==> src/rtl/uncached_axi_bridge_pkg.sv <==
// uncached_axi_bridge_pkg: shared widths, FSM states and AXI size codes for the uncached bridge
package uncached_axi_bridge_pkg;
    localparam int ADDR_W = 32;
    localparam int DATA_W = 32;
    localparam logic [2:0] SIZE_B = 3'd0;
    localparam logic [2:0] SIZE_H = 3'd1;
    localparam logic [2:0] SIZE_W = 3'd2;
    localparam logic [3:0] RD_REQ = 4'b0000;
    typedef enum logic [2:0] {IDLE, RD_ADDR, RD_DATA, WR, WR_RESP, DONE} state_t;
endpackage

==> src/rtl/uncached_axi_bridge_if.sv <==
// uncached_axi_bridge_if: single-beat AXI4 read/write channels between the bridge and the system bus
interface uncached_axi_bridge_if;
    import uncached_axi_bridge_pkg::*;
    logic [ADDR_W-1:0] araddr;
    logic [2:0] arsize;
    logic arvalid, arready;
    logic [DATA_W-1:0] rdata;
    logic rvalid, rready;
    logic [ADDR_W-1:0] awaddr;
    logic [2:0] awsize;
    logic awvalid, awready;
    logic [DATA_W-1:0] wdata;
    logic [3:0] wstrb;
    logic wvalid, wready;
    logic bvalid, bready;
    modport master (
        output araddr, arsize, arvalid, rready, awaddr, awsize, awvalid, wdata, wstrb, wvalid, bready,
        input arready, rdata, rvalid, awready, wready, bvalid
    );
    modport slave (
        input araddr, arsize, arvalid, rready, awaddr, awsize, awvalid, wdata, wstrb, wvalid, bready,
        output arready, rdata, rvalid, awready, wready, bvalid
    );
endinterface

==> src/rtl/uncached_axi_bridge_size_dec.sv <==
// uncached_axi_bridge_size_dec: write strobes to AXI transfer size and low address bits
module uncached_axi_bridge_size_dec
    import uncached_axi_bridge_pkg::*;
(
    input  logic [3:0] byte_en,
    output logic [2:0] size,
    output logic [1:0] offset
);
    always_comb begin
        size = SIZE_W;
        offset = 2'd0;
        case (byte_en)
            4'b0001: size = SIZE_B;
            4'b0010: begin size = SIZE_B; offset = 2'd1; end
            4'b0100: begin size = SIZE_B; offset = 2'd2; end
            4'b1000: begin size = SIZE_B; offset = 2'd3; end
            4'b0011: size = SIZE_H;
            4'b1100: begin size = SIZE_H; offset = 2'd2; end
            default: ;
        endcase
    end
endmodule

==> src/rtl/uncached_axi_bridge.sv <==
// uncached_axi_bridge: turns one uncached CPU request into one single-beat AXI4 read or write
module uncached_axi_bridge
    import uncached_axi_bridge_pkg::*;
(
    input  logic clk,
    input  logic rst_n,
    input  logic en_i,
    input  logic [3:0] byte_en_i,
    input  logic [ADDR_W-1:0] rw_addr_i,
    input  logic [DATA_W-1:0] write_data_i,
    output logic ready_o,
    output logic [DATA_W-1:0] read_data_o,
    uncached_axi_bridge_if.master bus
);
    state_t state, nxt;
    logic [ADDR_W-1:2] addr_q;
    logic [DATA_W-1:0] data_q;
    logic [3:0] strb_q;
    logic aw_done, w_done, guard;
    logic [2:0] wr_size;
    logic [1:0] wr_off;
    logic aw_fin, w_fin;

    uncached_axi_bridge_size_dec u_dec (.byte_en(strb_q), .size(wr_size), .offset(wr_off));

    assign aw_fin = aw_done | (bus.awvalid & bus.awready);
    assign w_fin = w_done | (bus.wvalid & bus.wready);

    always_comb begin
        nxt = state;
        case (state)
            IDLE: nxt = (en_i && !guard) ? ((byte_en_i == RD_REQ) ? RD_ADDR : WR) : IDLE;
            RD_ADDR: nxt = bus.arready ? RD_DATA : RD_ADDR;
            RD_DATA: nxt = bus.rvalid ? DONE : RD_DATA;
            WR: nxt = (aw_fin && w_fin) ? WR_RESP : WR;
            WR_RESP: nxt = bus.bvalid ? DONE : WR_RESP;
            default: nxt = IDLE;
        endcase
    end

    // guard blocks the still-high en_i seen in the cycle after DONE
    always_ff @(posedge clk or negedge rst_n) begin
        if (!rst_n) begin
            state <= IDLE;
            addr_q <= '0;
            data_q <= '0;
            strb_q <= '0;
            aw_done <= 1'b0;
            w_done <= 1'b0;
            guard <= 1'b0;
            read_data_o <= '0;
        end else begin
            state <= nxt;
            guard <= state == DONE;
            aw_done <= state == WR && nxt == WR && aw_fin;
            w_done <= state == WR && nxt == WR && w_fin;
            if (state == IDLE && nxt != IDLE) begin
                addr_q <= rw_addr_i[ADDR_W-1:2];
                data_q <= write_data_i;
                strb_q <= byte_en_i;
            end
            if (state == RD_DATA && bus.rvalid) read_data_o <= bus.rdata;
        end
    end

    assign bus.arvalid = state == RD_ADDR;
    assign bus.araddr = {addr_q, 2'b00};
    assign bus.arsize = SIZE_W;
    assign bus.rready = state == RD_DATA;
    assign bus.awvalid = state == WR && !aw_done;
    assign bus.wvalid = state == WR && !w_done;
    assign bus.awaddr = {addr_q, wr_off};
    assign bus.awsize = wr_size;
    assign bus.wdata = data_q;
    assign bus.wstrb = strb_q;
    assign bus.bready = state == WR_RESP;
    assign ready_o = state == DONE;
endmodule

==> src/flat_wrapper.sv <==
// flat-port wrapper written by rule: the top's interface ports become plain ports
module uncached_axi_bridge_flat import uncached_axi_bridge_pkg::*;
  (clk, rst_n, en_i, byte_en_i, rw_addr_i, write_data_i, ready_o, read_data_o, bus_araddr, bus_arsize, bus_arvalid, bus_rready, bus_awaddr, bus_awsize, bus_awvalid, bus_wdata, bus_wstrb, bus_wvalid, bus_bready, bus_arready, bus_rdata, bus_rvalid, bus_awready, bus_wready, bus_bvalid);
  uncached_axi_bridge_if bus_i ();
  input  logic clk;
  input  logic rst_n;
  input  logic en_i;
  input  logic [3:0] byte_en_i;
  input  logic [ADDR_W-1:0] rw_addr_i;
  input  logic [DATA_W-1:0] write_data_i;
  output logic ready_o;
  output logic [DATA_W-1:0] read_data_o;
  output wire logic [$bits(bus_i.araddr)-1:0] bus_araddr;
  output wire logic [$bits(bus_i.arsize)-1:0] bus_arsize;
  output wire logic [$bits(bus_i.arvalid)-1:0] bus_arvalid;
  output wire logic [$bits(bus_i.rready)-1:0] bus_rready;
  output wire logic [$bits(bus_i.awaddr)-1:0] bus_awaddr;
  output wire logic [$bits(bus_i.awsize)-1:0] bus_awsize;
  output wire logic [$bits(bus_i.awvalid)-1:0] bus_awvalid;
  output wire logic [$bits(bus_i.wdata)-1:0] bus_wdata;
  output wire logic [$bits(bus_i.wstrb)-1:0] bus_wstrb;
  output wire logic [$bits(bus_i.wvalid)-1:0] bus_wvalid;
  output wire logic [$bits(bus_i.bready)-1:0] bus_bready;
  input wire logic [$bits(bus_i.arready)-1:0] bus_arready;
  input wire logic [$bits(bus_i.rdata)-1:0] bus_rdata;
  input wire logic [$bits(bus_i.rvalid)-1:0] bus_rvalid;
  input wire logic [$bits(bus_i.awready)-1:0] bus_awready;
  input wire logic [$bits(bus_i.wready)-1:0] bus_wready;
  input wire logic [$bits(bus_i.bvalid)-1:0] bus_bvalid;
  assign bus_araddr = bus_i.araddr;
  assign bus_arsize = bus_i.arsize;
  assign bus_arvalid = bus_i.arvalid;
  assign bus_rready = bus_i.rready;
  assign bus_awaddr = bus_i.awaddr;
  assign bus_awsize = bus_i.awsize;
  assign bus_awvalid = bus_i.awvalid;
  assign bus_wdata = bus_i.wdata;
  assign bus_wstrb = bus_i.wstrb;
  assign bus_wvalid = bus_i.wvalid;
  assign bus_bready = bus_i.bready;
  assign bus_i.arready = bus_arready;
  assign bus_i.rdata = bus_rdata;
  assign bus_i.rvalid = bus_rvalid;
  assign bus_i.awready = bus_awready;
  assign bus_i.wready = bus_wready;
  assign bus_i.bvalid = bus_bvalid;
  uncached_axi_bridge u_core (.clk(clk), .rst_n(rst_n), .en_i(en_i), .byte_en_i(byte_en_i), .rw_addr_i(rw_addr_i), .write_data_i(write_data_i), .ready_o(ready_o), .read_data_o(read_data_o), .bus(bus_i));
endmodule
==> config.mk <==
export PLATFORM = sky130hd
export DESIGN_NAME = uncached_axi_bridge_flat
export DESIGN_NICKNAME = d
export VERILOG_FILES = /design/src/rtl/uncached_axi_bridge_pkg.sv /design/src/rtl/uncached_axi_bridge_if.sv /design/src/rtl/uncached_axi_bridge_size_dec.sv /design/src/rtl/uncached_axi_bridge.sv /design/src/flat_wrapper.sv
export SDC_FILE = /design/constraint.sdc
export NUM_CORES = 1
export LEC_CHECK = 0
export ABC_AREA = 1
export BUFFER_PORTS_ARGS = -buffer_cell sky130_fd_sc_hd__buf_2
export CAP_MARGIN = 20
export CORE_ASPECT_RATIO = 1.1
export CORE_MARGIN = 2
export CORE_UTILIZATION = 33
export DETAILED_ROUTE_END_ITERATION = 7
export GPL_ROUTABILITY_DRIVEN = 0
export HOLD_SLACK_MARGIN = 0.15
export PLACE_DENSITY = 0.61
export SLEW_MARGIN = 40
export SYNTH_ARGS = -nofsm -noshare
export SYNTH_HDL_FRONTEND = slang
export SYNTH_SLANG_ARGS = --single-unit
==> constraint.sdc <==
create_clock -name clk -period 1.2 [get_ports clk]
set_input_delay 0.18 -clock clk [delete_from_list [all_inputs] [get_ports clk]]
set_output_delay 0.18 -clock clk [all_outputs]
set_load 0.01 [all_outputs]
==> Word level (Yosys, flattened, before mapping) <==
Index checks and enable logic that the tools add are counted.
{ "word_totals": {"reg_bits": 104, "in_bits": 108, "output_inout_bits": 144, "word_cells": 51} }
{ "op_classes": {"n_eq_ne": 12, "mux": 9, "bitwise": 4, "n_reduce_logical": 18} }
{ "ops": {"columns": ["op", "n"], "rows": [
  ["$pmux 3 s5", 1],
  ["$eq 3x2->1 const B", 3],
  ["$logic_and 1x1->1", 9],
  ["$mux 3", 3],
  ["$eq 4x2->1 const B", 2],
  ["$eq 4x4->1 const B", 2],
  ["$eq 3x3->1 const B", 2],
  ["$pmux 2 s3", 1],
  ["$eq 4x1->1 const B", 1],
  ["$eq 4x3->1 const B", 1],
  ["$logic_not 4->1", 1],
  ["$mux 2", 2],
  ["$pmux 2 s2", 1],
  ["$reduce_or 2->1", 2],
  ["$reduce_or 4->1", 1],
  ["$eq 3x1->1 const B", 1],
  ["$logic_not 1->1", 3],
  ["$logic_not 3->1", 1],
  ["$reduce_bool 3->1", 1],
  ["$and 1x1->1", 2],
  ["$or 1x1->1", 2],
  ["$mux 1", 1]
]} }

==> Logic depth before layout (Yosys ltp) <==
{ "depth": {"depth_word": 10, "depth_mapped": 8, "depth_no_buf": 6} }

==> Modules after synthesis <==
Synthesis repeated with hierarchy kept, for this count alone.
{ "unflattened": {"hier_cells": 537, "area_unflattened_um2": 5157.4} }
{ "modules_own_cells": {"columns": ["mod", "n_inst", "cells_per_inst", "area_per_inst_um2", "seq_area_each_um2"], "rows": [
  ["uncached_axi_bridge", 1, 509, 5048.6, 2602.5],
  ["uncached_axi_bridge_size_dec", 1, 28, 108.9, 0.0]
]} }

==> Worst setup path after synthesis <==
OpenSTA, ideal clock, no wires.
{ "synth_timing": {"path_kind": "register -> register", "startpoint": "reg u_core.state[1]", "endpoint": "reg u_core.addr_q[10] (netlist name)", "setup_ns": 0.131, "arrival_time_ns": 1.111, "path_slack_ns": -0.041, "stages_incl_launch_ff": 8, "n_path_buf": 3, "cell_sequence": "dfrtp_1 > buf_6 > nor2_4 > nand3_4 > buf_12 > buf_6 > nand2_1 > o21ai_0"} }
{ "synth_via": {"elab_chain_cells": 9} }
{ "synth_lines": {"columns": ["element", "line_no", "source"], "rows": [
  ["start, declared", "uncached_axi_bridge.sv:15", "state_t state, nxt;"],
  ["start signal, assigned", "uncached_axi_bridge.sv:53", "state <= nxt;"],
  ["$eq 3x2->1", "uncached_axi_bridge.sv:31, uncached_axi_bridge.sv:70, uncached_axi_bridge.sv:71", null],
  ["$logic_and 1x1->1, on equally long branches", "uncached_axi_bridge.sv:70, uncached_axi_bridge.sv:71", null],
  ["$and 1x1->1, on equally long branches", "uncached_axi_bridge.sv:26, uncached_axi_bridge.sv:27", null],
  ["$or 1x1->1, on equally long branches", "uncached_axi_bridge.sv:26, uncached_axi_bridge.sv:27", null],
  ["$logic_and 1x1->1", "uncached_axi_bridge.sv:35", "WR: nxt = (aw_fin && w_fin) ? WR_RESP : WR;"],
  ["$mux 3", "uncached_axi_bridge.sv:35", null],
  ["$pmux 3 s5", "uncached_axi_bridge.sv:31", "case (state)"],
  ["$reduce_bool 3->1", "uncached_axi_bridge.sv:57", "if (state == IDLE && nxt != IDLE) begin"],
  ["$logic_and 1x1->1 *", "uncached_axi_bridge.sv:57", null],
  ["end signal, assigned", "uncached_axi_bridge.sv:58", "addr_q <= rw_addr_i[ADDR_W-1:2];"],
  ["end, declared", "uncached_axi_bridge.sv:16", "logic [ADDR_W-1:2] addr_q;"]
]} }
Every way passes the cells marked *; elsewhere a longest branch is shown, timed or not.
A chain may end at the register's enable or synchronous reset.

==> Final worst setup path <==
{ "layout_timing": {"startpoint": "reg u_core.state[0]", "endpoint": "out bus_wvalid"} }
{ "layout_via": {"elab_chain_cells": 2} }
{ "layout_lines": {"columns": ["element", "line_no", "source"], "rows": [
  ["$eq 3x2->1", "uncached_axi_bridge.sv:71", "assign bus.wvalid = state == WR && !w_done;"],
  ["$logic_and 1x1->1", "uncached_axi_bridge.sv:71", null],
  ["end, declared", "flat_wrapper.sv:22", "output wire logic [$bits(bus_i.wvalid)-1:0] bus_wvalid;"]
]} }
No other way between the ends.

==> impl_metrics.tcl <==
set metrics [dict create \
    rows 45 \
    htreeDepth 3 \
    placedCellCount 913 \
    gr-total-overflow 0 \
    arrival_ns 1.29 \
    die_w_um 118 \
    final_common_cell "buf_2" \
    syn_area_per_cell_um2 9.15 \
    fmax_ghz 0.680 \
    portBuffers 243 \
    wl_per_cell_um 13.2 \
    critPathMaxFanout 3 \
    swShare_pct 39.4 \
    nNetsFinal 962 \
    fp.coreArea_mm2 0.0139 \
    die_area_mm2 0.0154 \
    busiest_layer "met2" \
    grt_start_max_net_pins 52 \
    fin_util_pct 54.8 \
    grtUsageMet3_pct 5.24 \
    slew_violations 0 \
    r2r-start "u_core.state[1]" \
    rsz0062_at_grt "yes" \
    critPathCaptureType "primary output" \
    cts_tree "done" \
    slowest_delay_ns 0.42 \
    critPathTopFamily "flip-flops" \
    ys_warn_count 0 \
    yosysUniqueCellTypes 23 \
    slowest_stage "dfrtp_2" \
    worstSetupStartpoint "u_core.state[0]" \
    ys_top_cells_by_area "dfrtp_1, nand2_1, inv_1" \
    clk_latency_ns 0.34 \
    clk_path_buf_depth 2 \
    fin_ws_ns -0.271 \
    cts_buffers 9 \
    fin_crit_ns 1.47 \
    path_class "reg -> out" \
    antenna_left 0 \
    vias_per_cell 4.24 \
    required_ns 1.02 \
    synth_seq_area_share_pct 54.8 \
    drive_gt1_share_pct 43.0 \
    most-common-layout-cells "buf_2, inv_1, dlygate4sd3_1, dfrtp_1, nand2_1" \
    hold_violations 0 \
    crit_buf_inv 3 \
    ys_ff_latch 104 \
    routed_wl_mm 13.9 \
    maxCapViolations 0 \
    vias 4445 \
    clk_pin_slew_ns 0.07 \
    drt_iter0_markers 131 \
    multi_input_area_mm2 0.00139 \
    netSwitchingPower_mw 7.08 \
    internal_power_mw 10.9 \
    power.density_mw_per_mm2 2350 \
    use_met2_pct 29.0 \
    cp_cell_sequence "buf_6 -> nand2_4 -> nor2_4 -> inv_2 -> nor2_1 -> buf_2" \
    p_seq_share_pct 34.6 \
    pwr-share-comb_pct 49.1 \
    startpoint_type "register" \
    fillers 1187 \
    grt_use_met1_pct 21.1 \
    stdcell_count 1048 \
    violations "negative setup slack" \
    setup_viol 113 \
    grt_pass1_vias 4332 \
    min-delay-start "bus_bvalid" \
    area_growth_pct 60.6 \
    whs_ns 0.195 \
    synth_area_mm2 0.00475 \
    grt_use_total_pct 17.5 \
    period_share_pct 123 \
    vdd_drop_max_v 0.000969 \
    hp-class "in -> reg" \
    finalClockSkew_ns 0.00768 \
    leakagePower_nw 4.33 \
    first_pass_iters 4 \
    die_h_um 130 \
    antenna_found_initial 0 \
    status "finished, violations left" \
    dpl.hpwl_mm 7.97 \
    drcViolationCount 0 \
    grt_pass1_wl_mm 21.3 \
    clock_sinks 104 \
    syn_inst 519 \
    io_pins 252 \
    p_clk_share_pct 16.4 \
    root_buffer "clkbuf_16" \
    synth_top_cell_by_area "dfrtp_1" \
    synth.top_cell.area_share_pct 54.8 \
    ff_latch_area_mm2 0.00261 \
    start_util_pct 34.1 \
]
## cells in the mapped netlist
library cell  count
nor3_1            5
nand3_1           6
buf_4            37
a21oi_1           1
nand2_1         109
buf_8             2
buf_6            11
o21ai_0          31
nor2_1           10
conb_1            2
buf_12            1
nand4_1           6
clkbuf_1          3
o21ai_2          32
inv_2             2
nor2_4            2
nand2_2           4
nand3_4           1
xnor2_1           2
inv_1           108
o21ai_1          35
dfrtp_1         104
buf_2             5
## power by group through the flow
stage / sequential [mW] / combinational, mW / clock, mW
4_1_cts: 6.14 / 8.51 / 3.05
2_1_floorplan: 6.83 / 4.33 / 0
6_report: 6.21 / 8.81 / 2.94
3_3_place_gp: 6.14 / 7.19 / 0
3_5_place_dp: 6.15 / 7.29 / 0
5_1_grt: 6.44 / 9.66 / 3.23
## repair_timing
item | 4_1_cts | 5_1_grt
resized for setup | 34 | 32
buffers inserted | 10 | 5
pin swaps | 3 | 7
hold endpoints to repair | 203 | 0
hold buffers | 100 | 0
setup endpoints to repair | 106 | 113
gates cloned | 4 | 2
## final timing paths
path / slack [ns] / end / depth (start not counted)
max reg2reg: -0.24 / u_core.bus.wdata[16] / 7
max: -0.27 / bus_wvalid / 6
min: 0.19 / u_core.state[0] / 5
min reg2reg: 0.48 / u_core.read_data_o[29] / 2
min in group asynchronous: 0.24 / u_core.read_data_o[21] / 2
max in group asynchronous: 0.41 / u_core.addr_q[3] / 3
## metrics by stage
step           area [µm²]  worst slack (ns)  total power [mW]  TNS (ns)
2_1_floorplan        4780           -0.0385              11.2     -1.51
3_3_place_gp         5920           -0.0876              13.3     -1.99
3_5_place_dp         5920           -0.0940              13.4     -2.87
4_1_cts              7500            -0.295              17.7    -18.32
5_1_grt              7620            -0.339              19.3    -24.92
6_report             7620            -0.271              18.0    -16.41
## cell type report
| cell class | count | area share, % |
|---|---|---|
| Antenna cell | 1 | 0.0328 |
| Sequential cell | 104 | 34.2 |
| Tap cell | 188 | 3.09 |
| Clock inverter | 2 | 0.509 |
| Timing Repair Buffer | 379 | 35.2 |
| Inverter | 110 | 5.42 |
| Clock buffer | 14 | 3.33 |
| Multi-Input combinational cell | 250 | 18.2 |
## routing by layer
| metal | vias up | part of all wire [%] |
|---|---|---|
| met1 | 2028 | 42 |
| met3 | 26 | 7.5 |
| li1 | 2200 | - |
| met4 | 0 | 2.5 |
| met2 | 191 | 48 |
| met5 | - | 0 |
## tightest hold or removal path, cell delays in order
cell     delay (ns)
buf_2          0.08
nand3_1        0.07
nand2_1        0.07
nor2_1         0.04
nand2_1        0.05
## flip-flops by register name, summed over array words and instances, names as in the netlist
| name | count |
|---|---|
| u_core.read_data_o | 32 |
| u_core.w_done | 1 |
| u_core.aw_done | 1 |
| u_core.bus.wdata | 32 |
| u_core.guard | 1 |
| u_core.state | 3 |
| u_core.bus.wstrb | 4 |
| u_core.addr_q | 30 |
## cell families after synthesis
group	count (synthesis)	synth area share [%]
AOI/OAI and AO/OA	99	13.0
xor gates and xnor gates	2	0.369
buffers and inverters	169	19.0
DFF	104	54.8
other	2	0.158
and+or+nand+nor	143	12.7
(Power assumes the default switching activity.)
